==> src/rtl/time_keeper_pkg.sv <==
// Shared types, digit indices and BCD field helpers for the time_keeper timebase.
package time_keeper_pkg;

   typedef enum logic [1:0] {
      RUN   = 2'd0,
      SET_H = 2'd1,
      SET_M = 2'd2,
      SET_S = 2'd3
   } set_mode_t;

   typedef logic [3:0] bcd_t;

   // Digit positions inside time_bcd / blank (5 = hour tens)
   localparam int unsigned HT = 5;
   localparam int unsigned HU = 4;
   localparam int unsigned MT = 3;
   localparam int unsigned MU = 2;
   localparam int unsigned ST = 1;
   localparam int unsigned SU = 0;

   localparam logic [7:0] HOUR_LIMIT   = 8'h23;
   localparam logic [7:0] MINSEC_LIMIT = 8'h59;

   // Two-digit BCD increment for minutes/seconds, 59 wraps to 00
   function automatic logic [7:0] inc_sixty(input logic [7:0] f);
      bcd_t tens;
      bcd_t units;
      tens  = f[7:4];
      units = f[3:0];
      if (f == MINSEC_LIMIT)   return 8'h00;
      else if (units == 4'd9)  return {bcd_t'(tens + 4'd1), 4'd0};
      else                     return {tens, bcd_t'(units + 4'd1)};
   endfunction

   // Two-digit BCD increment for hours, 23 wraps to 00
   function automatic logic [7:0] inc_hour(input logic [7:0] f);
      bcd_t tens;
      bcd_t units;
      tens  = f[7:4];
      units = f[3:0];
      if (f == HOUR_LIMIT)     return 8'h00;
      else if (units == 4'd9)  return {bcd_t'(tens + 4'd1), 4'd0};
      else                     return {tens, bcd_t'(units + 4'd1)};
   endfunction

   // One-second advance of HH:MM:SS with carry into the next field
   function automatic logic [23:0] tick_time(input logic [23:0] t);
      logic [23:0] r;
      r       = t;
      r[7:0]  = inc_sixty(t[7:0]);
      if (t[7:0] == MINSEC_LIMIT) begin
         r[15:8] = inc_sixty(t[15:8]);
         if (t[15:8] == MINSEC_LIMIT)
            r[23:16] = inc_hour(t[23:16]);
      end
      return r;
   endfunction

   // Blank bits covering the field edited in a given mode
   function automatic logic [5:0] field_mask(input set_mode_t m);
      logic [5:0] mask;
      mask = '0;
      case (m)
         SET_H:   begin mask[HT] = 1'b1; mask[HU] = 1'b1; end
         SET_M:   begin mask[MT] = 1'b1; mask[MU] = 1'b1; end
         SET_S:   begin mask[ST] = 1'b1; mask[SU] = 1'b1; end
         default: mask = '0;
      endcase
      return mask;
   endfunction

endpackage

==> src/rtl/time_keeper_button_debounce.sv <==
// Button conditioning: 2-flop synchroniser, stable-level counter, one-cycle press pulse.
module button_debounce
   import time_keeper_pkg::*;
#(
   parameter int unsigned DEBOUNCE_CYCLES = 20
) (
   input  logic clk,
   input  logic reset,
   input  logic raw,
   output logic press
);

   localparam int unsigned CNT_W = (DEBOUNCE_CYCLES > 1) ? $clog2(DEBOUNCE_CYCLES + 1) : 1;
   localparam logic [CNT_W-1:0] CNT_LAST = CNT_W'(DEBOUNCE_CYCLES - 1);

   logic             sync1;
   logic             sync2;
   logic             stable;
   logic [CNT_W-1:0] cnt;

   // Accept the synchronised level once it has differed from the stable level long enough
   always_ff @(posedge clk) begin
      if (reset) begin
         sync1  <= 1'b0;
         sync2  <= 1'b0;
         stable <= 1'b0;
         cnt    <= '0;
         press  <= 1'b0;
      end else begin
         sync1 <= raw;
         sync2 <= sync1;
         press <= 1'b0;
         if (sync2 == stable) begin
            cnt <= '0;
         end else if (cnt == CNT_LAST) begin
            cnt    <= '0;
            stable <= sync2;
            press  <= sync2;
         end else begin
            cnt <= cnt + CNT_W'(1);
         end
      end
   end

endmodule

==> src/rtl/time_keeper.sv <==
// HH:MM:SS BCD timebase with two-button time setting and an LCD update strobe.
// Optional digit blinking while setting is enabled by defining TIME_KEEPER_BLINK_EN.
module time_keeper
   import time_keeper_pkg::*;
#(
   parameter int unsigned CLOCK_RATE      = 1000,
   parameter int unsigned DEBOUNCE_CYCLES = 20
) (
   input  logic        clk,
   input  logic        reset,
   input  logic        btn_mode,
   input  logic        btn_inc,
   output logic [23:0] time_bcd,
   output logic        update,
   output logic [1:0]  set_mode,
   output logic [5:0]  blank
);

   localparam int unsigned DIV_W = (CLOCK_RATE > 1) ? $clog2(CLOCK_RATE) : 1;
   localparam logic [DIV_W-1:0] DIV_LAST = DIV_W'(CLOCK_RATE - 1);

   logic             mode_press;
   logic             inc_press;
   set_mode_t        mode;
   set_mode_t        mode_nxt;
   logic [DIV_W-1:0] div;
   logic [DIV_W-1:0] div_nxt;
   logic [23:0]      time_nxt;
   logic             update_nxt;
   logic [5:0]       blank_nxt;

`ifdef TIME_KEEPER_BLINK_EN
   localparam int unsigned HALF    = (CLOCK_RATE / 2 > 0) ? CLOCK_RATE / 2 : 1;
   localparam int unsigned BLINK_W = (HALF > 1) ? $clog2(HALF) : 1;
   localparam logic [BLINK_W-1:0] BLINK_LAST = BLINK_W'(HALF - 1);

   logic [BLINK_W-1:0] blink_cnt;
   logic [BLINK_W-1:0] blink_cnt_nxt;
   logic               phase;
   logic               phase_nxt;
`endif

   button_debounce #(.DEBOUNCE_CYCLES(DEBOUNCE_CYCLES)) u_mode_btn (
      .clk   (clk),
      .reset (reset),
      .raw   (btn_mode),
      .press (mode_press)
   );

   button_debounce #(.DEBOUNCE_CYCLES(DEBOUNCE_CYCLES)) u_inc_btn (
      .clk   (clk),
      .reset (reset),
      .raw   (btn_inc),
      .press (inc_press)
   );

   assign set_mode = mode;

   // Next mode, time, divider, strobe and blank; mode press beats inc press
   always_comb begin
      mode_nxt   = mode;
      time_nxt   = time_bcd;
      div_nxt    = div;
      update_nxt = 1'b0;
      blank_nxt  = '0;

      if (mode_press) begin
         case (mode)
            RUN:     mode_nxt = SET_H;
            SET_H:   mode_nxt = SET_M;
            SET_M:   mode_nxt = SET_S;
            default: mode_nxt = RUN;
         endcase
         div_nxt    = '0;
         update_nxt = 1'b1;
      end else if (mode == RUN) begin
         if (div == DIV_LAST) begin
            div_nxt    = '0;
            time_nxt   = tick_time(time_bcd);
            update_nxt = 1'b1;
         end else begin
            div_nxt = div + DIV_W'(1);
         end
      end else begin
         div_nxt = '0;
         if (inc_press) begin
            case (mode)
               SET_H:   time_nxt[23:16] = inc_hour(time_bcd[23:16]);
               SET_M:   time_nxt[15:8]  = inc_sixty(time_bcd[15:8]);
               SET_S:   time_nxt[7:0]   = inc_sixty(time_bcd[7:0]);
               default: time_nxt        = time_bcd;
            endcase
            update_nxt = 1'b1;
         end
      end

`ifdef TIME_KEEPER_BLINK_EN
      blink_cnt_nxt = '0;
      phase_nxt     = 1'b0;
      if (mode != RUN && !mode_press && !inc_press) begin
         if (blink_cnt == BLINK_LAST) begin
            phase_nxt  = ~phase;
            update_nxt = 1'b1;
         end else begin
            blink_cnt_nxt = blink_cnt + BLINK_W'(1);
            phase_nxt     = phase;
         end
      end
      blank_nxt = phase_nxt ? field_mask(mode_nxt) : 6'b0;
`endif
   end

   // State and registered outputs
   always_ff @(posedge clk) begin
      if (reset) begin
         mode     <= RUN;
         time_bcd <= '0;
         div      <= '0;
         update   <= 1'b0;
         blank    <= '0;
`ifdef TIME_KEEPER_BLINK_EN
         blink_cnt <= '0;
         phase     <= 1'b0;
`endif
      end else begin
         mode     <= mode_nxt;
         time_bcd <= time_nxt;
         div      <= div_nxt;
         update   <= update_nxt;
         blank    <= blank_nxt;
`ifdef TIME_KEEPER_BLINK_EN
         blink_cnt <= blink_cnt_nxt;
         phase     <= phase_nxt;
`endif
      end
   end

endmodule

==> config.mk <==
export PLATFORM = sky130hd
export DESIGN_NAME = time_keeper
export DESIGN_NICKNAME = d
export VERILOG_FILES = /design/src/rtl/time_keeper_pkg.sv /design/src/rtl/time_keeper_button_debounce.sv /design/src/rtl/time_keeper.sv
export SDC_FILE = /design/constraint.sdc
export NUM_CORES = 1
export LEC_CHECK = 0
export ABC_AREA = 1
export CELL_PAD_IN_SITES_DETAIL_PLACEMENT = 0
export CELL_PAD_IN_SITES_GLOBAL_PLACEMENT = 2
export CORE_ASPECT_RATIO = 1.25
export CORE_UTILIZATION = 34
export DETAILED_ROUTE_END_ITERATION = 10
export GPL_TIMING_DRIVEN = 0
export PLACE_DENSITY_LB_ADDON = 0.08
export REMOVE_ABC_BUFFERS = 1
export SLEW_MARGIN = 30
export SYNTH_ARGS = -nofsm -noshare
export SYNTH_HDL_FRONTEND = slang
export SYNTH_SLANG_ARGS = --single-unit
==> constraint.sdc <==
create_clock -name clk -period 2.7 [get_ports clk]
set_input_delay 0.54 -clock clk [delete_from_list [all_inputs] [get_ports clk]]
set_output_delay 0.54 -clock clk [all_outputs]
set_load 0.01 [all_outputs]
## Word level (Yosys, flattened, before mapping)

Cells that the tools add are included.

| storage, ports and cells | value |
|---|---|
| input bits | 4 |
| flip-flop bits (word level) | 55 |
| memories | 0 |
| latch bits | 0 |
| RAM bits | 0 |
| bits in read-only memories | 0 |

| operators by class | value |
|---|---|
| muxes and demuxes | 19 |
| divide/modulo/power cells | 0 |
| $lt $le $gt $ge | 0 |
| multipliers | 0 |
| bitwise operators | 6 |
| shifts and indexed selects | 0 |
| reductions and logical operators | 15 |
| $add $sub $neg | 9 |
| equality and inequality tests | 17 |

Operators by type and width:

| cell | number |
|---|---|
| $mux 8 | 10 |
| $mux 24 | 3 |
| $add 4x1->4 const B | 6 |
| $eq 8x7->1 const B | 2 |
| $mux 16 | 1 |
| $eq 4x4->1 const B | 3 |
| $reduce_or 3->1 | 4 |
| $add 10x1->10 const B | 1 |
| $add 5x1->5 const B | 2 |
| $eq 10x10->1 const B | 1 |
| $eq 5x5->1 const B | 2 |
| $eq 8x6->1 const B | 1 |
| $reduce_bool 2->1 | 4 |
| $ne 2x1->1 const B | 3 |
| $not 1->1 | 6 |
| $pmux 2 s3 | 1 |
| $reduce_and 6->1 | 1 |
| $reduce_and 5->1 | 1 |
| $eq 2x2->1 const B | 2 |
| $mux 1 | 4 |
| $reduce_and 2->1 | 2 |
| $reduce_and 4->1 | 1 |
| $reduce_or 4->1 | 1 |
| $eq 1x1->1 | 2 |
| other kinds (2) | 2 |

## Logic depth before layout (Yosys ltp)

| depth | value |
|---|---|
| depth in word-level cells | 7 |
| mapped depth | 11 |

## Cells and area by module

From an unflattened synthesis, not the netlist that was laid out.

| second synthesis, totals | value |
|---|---|
| cells, all modules | 403 |
| area total of the unflattened synthesis | 2956.6 um2 |

By module, submodules not included:

| module | cells an instance | instances | area each (um2) | seq. area each (um2) |
|---|---|---|---|---|
| time_keeper | 313 | 1 | 2223.4 | 740.7 |
| button_debounce | 45 | 2 | 366.6 | 180.2 |

## Worst setup path after synthesis

No wires, ideal clock.

| path | value |
|---|---|
| path type | register to register |
| from | register mode[0] (netlist: set_mode[0]) |
| to | register time_bcd[4] |
| cell stages (with the launch flop) | 10 |
| period minus slack after synthesis | 1571 ps |
| path buffers | 1 |
| data required time | 2584 ps |
| setup time | 116 ps |
| arrival | 1455 ps |
| slack | 1129 ps |
| path through | dfxtp_1 inv_1 ha_1 buf_6 nor2_2 nor3_2 nand2_2 nor2_4 o21ai_0 nor2_1 |

| on the way | value |
|---|---|
| cells in the longest elaborated chain, start to end | 3 |
| elaborated cells on any way between the ends | 7 |
| those cells by class | eq/ne: 2; mux: 1; reduce/logical: 4 |

RTL lines:

| what | line | RTL |
|---|---|---|
| start: declaration | time_keeper.sv:24 | `set_mode_t mode;` |
| start signal: assignment | time_keeper.sv:126 | `mode <= mode_nxt;` |
| $eq 2x2->1 or $logic_not 2->1 (tied branches) | n/a |  |
| $reduce_bool 2->1 (no source line) or $ne 2x1->1 (tied branches) | n/a |  |
| $reduce_and 4->1 (no source line) | n/a |  |
| end signal: assignment | time_keeper.sv:127 | `time_bcd <= time_nxt;` |
| end: declaration | time_keeper.sv:13 | `output logic [23:0] time_bcd,` |

Parallel ways exist; a longest one is shown, timed or not.
A chain may end at the register's enable or synchronous reset.

==> impl_results.md <==
* Syn avg cell area at about 7.7 µm²
* Worst path cell trace: clkdlybuf4s50_1 > clkinv_2 > nand2_1 > o21ai_0
* Layout cell share with drive strength beyond 1 at 9.95%
* Wire per inst at about 11 µm
* Post-CTS sizing at 1
* Commonest cells post-synth: nor2_1, nand2_1, dfxtp_1, inv_1, nand3_1
* Worst Skew at roughly 0.0037 ns
* Placed Instances at 489
* P&R area growth vs syn at 16.1%
* Post-DP HPWL at 4080 µm
* Clock Sinks at 55
* CTS tree: built
* Dominant synthesized flop cell: dfxtp_1
* Global-route wire length before repair at 9430 µm
* Post-CTS Setup Repair Bufs at 0
* Vias in the first global route at 2080
* Largest incremental delay on the critical path at ~0.96 ns
* Die height at between 100 and 150 µm
* CORE AREA at 0.00793 mm²
* Post-synth EDFFs at 0
* Starting Density at 35.8%
* # setup viols final at 0
* R2r startpoint: set_mode[0]$_SDFFE_PP0P_
* Ys async rst share at 0%
* Actual slew at the worst max-slew pin at 0.752 ns
* Clock tree root driver cell: clkbuf_8
* Fin cells at 497
* Worst Setup End Kind: register
* Synth area leaders: dfxtp_1, nor2_1, nand2_1, ha_1, nand3_1
* Post-synth top area cell: dfxtp_1
* Reg-to-Reg End: time_bcd[22]$_SDFFE_PP0P_
* Row cnt at 36
* Worst setup path start: reset
* Worst skew pair latency at 0.31 ns
* Placer Congestion at 0.749
* Grt total ovfl at 0
* Required time worst endpoint at 2.91 ns
* GRT Util Overall at a little over an eighth
* Critical path type: input pin to register
* Cell area power density at 403 mW/mm²
* Max-cap viol count at 0
* Minimum clock period at 2.21 ns
* Critical Path Fanout Max at 19
* Arrival @ worst endpoint at 2.41 ns
* Gate Count Post-Synth at 369
* Die ar. at a little under 0.009 mm²
* R2R setup slack at about 0.73 ns
* Initial antenna violation count at 0
* Yosys reg bits at 55
* Register area share after synthesis at 38.8%
* YS warnings at 0
* Pleak at 1.32 nW
* Hold crit path type: register to register
* Initial DRT Pass Iterations at 4
* Via count at 2258
* ANT cells at 0
* CP Capture Point: time_bcd[7]$_SDFFE_PP0P_
* Unrepaired setup endpoints after global routing: false
* R2R cell count at 9
* Antenna viol nets, final at 0
* Max IR drop VDD at 0.201 mV
* Startpoint types: input pin
* Top-area cell type share of the netlist area at 38.8%
* Endpoints failing hold at 0
* WL final at roughly 5500 µm
* Die span in x at ~84 µm
* Port bufs at 30
* Inserted Clock Buffers at 5
* Peak Freq at approximately 0.45 GHz
* CTS Hold Bufs at 0
* FILL cells at 836
* Final #Nets at 422
* Slew Viols, Final at 0
* Critical Path Slowest Stage Cell: clkdlybuf4s50_1
* Ports at 37
* Synthesized area at 0.00284 mm²
* H-tree levels at 2
* Largest net degree at the start of global routing at 20
* Via-per-instance ratio at 4.54
* Tot Pwr at 1.33 mW
* Post-synthesis cell type count at 41
* Worst slew margin at approximately half
* DRC errors left at 0
* Initial DRC Count at 72
* Status: completed
* Clock Pin Slew Worst Setup and Hold Paths at 0.10 ns
* Most common cell in the netlist: nor2_1
* Max clock buf depth at 2
* Period utilization at roughly four fifths
-- state kept, by name (all words and copies together), names as in the netlist --
name,flops
div,10
u_inc_btn.press,1
u_inc_btn.cnt,5
u_mode_btn.sync2,1
update,1
u_mode_btn.press,1
u_mode_btn.cnt,5
time_bcd,24
u_inc_btn.sync2,1
u_inc_btn.stable,1
u_mode_btn.sync1,1
u_inc_btn.sync1,1
u_mode_btn.stable,1
set_mode,2
-- logic make-up (layout without fill, tap and decap cells) --
group / count (synthesis) / in the layout / synth area share (%)
compound gates: 34 / 34 / 6.75
xor+xnor: 18 / 18 / 5.56
fa+ha+maj: 17 / 17 / 7.50
buf+inv: 51 / 79 / 7.85
flops: 55 / 55 / 38.8
other cells: 1 / 6 / 0.132
simple gates: 193 / 193 / 33.4
-- routing by layer --
metal  part of all wire, %  track usage (%)  vias up  wire length [µm]
met4                   1.3             4.36        0                74
met3                   2.3             3.10        6               126
met2                    51             23.2       19              2800
met5                     0                0        -                 0
li1                      -                -     1223                 -
met1                    46             15.8     1010              2520
-- final cells by class --
type                            instances  area (µm²)  area share, %
Inverter                               41         155           4.71
Tap cell                               95         119           3.61
Timing Repair Buffer                   30         300           9.12
Clock buffer                            5        68.8           2.09
Clock inverter                          3        18.8          0.570
Multi-Input combinational cell        268        1530           46.5
Sequential cell                        55        1100           33.4
-- cells in the final DEF (no fill, tap or decap), drive strengths merged --
cell type      netlist  routed
nand2               66      66
clkbuf               1       5
and3                 1       1
nand3               31      31
a21boi               1       1
nor2                77      77
o32ai                1       1
a211oi               1       1
ha                  17      17
clkinv               1       3
nor3                 5       5
nor3b                2       2
nand3b               1       1
clkdlybuf4s50        0      30
a21oi               14      14
o21bai               2       2
o21ai               15      15
xnor2                3       3
or2                  3       3
xor2                15      15
inv                 40      41
nand4                7       7
conb                 1       6
dfxtp               55      55
-- worst max-delay path: cells and delay by family --
family	cells	cell delay [ns]
AOI/OAI and AO/OA	1	0.10
buffers and inverters	2	1.46
and+or+nand+nor	1	0.31
-- report_power, final --
part           leakage [nW]  internal, mW  total [mW]  switching (mW)
Sequential            0.444         0.818       0.823         0.00445
Combinational         0.822        0.0114      0.0374          0.0259
Clock                0.0483         0.184       0.466           0.282
Total                  1.32          1.01        1.33           0.313
-- metrics by stage --
stage	utilization, %	cell area, µm²	setup TNS (ns)	hold WS, ns	worst slack [ns]
after global routing	41.6	3290	0	0.426	0.295
after CTS	41.6	3290	0	0.413	0.387
after global placement	40.4	3210	-5.35	0.391	-0.325
after detailed placement	40.4	3210	-6.73	0.396	-0.349
final	41.6	3290	0	0.409	0.491
after floorplan	-	2790	0	0.388	0.969
-- worst min-delay path by stage --
stage / startpoint / to / slack [ns] / cells after the start
6_report: u_mode_btn.sync1$_SDFF_PP0_ / u_mode_btn.sync2$_SDFF_PP0_ / 0.41 / 2
4_1_cts: u_mode_btn.sync1$_SDFF_PP0_ / u_mode_btn.sync2$_SDFF_PP0_ / 0.41 / 2
2_1_floorplan: u_inc_btn.sync1$_SDFF_PP0_ / u_inc_btn.sync2$_SDFF_PP0_ / 0.39 / 2
3_3_place_gp: u_mode_btn.sync1$_SDFF_PP0_ / u_mode_btn.sync2$_SDFF_PP0_ / 0.39 / 2
5_1_grt: u_mode_btn.sync1$_SDFF_PP0_ / u_mode_btn.sync2$_SDFF_PP0_ / 0.43 / 2
3_5_place_dp: u_mode_btn.sync1$_SDFF_PP0_ / u_mode_btn.sync2$_SDFF_PP0_ / 0.40 / 2
Note: power is estimated with default switching activity, not from simulation.
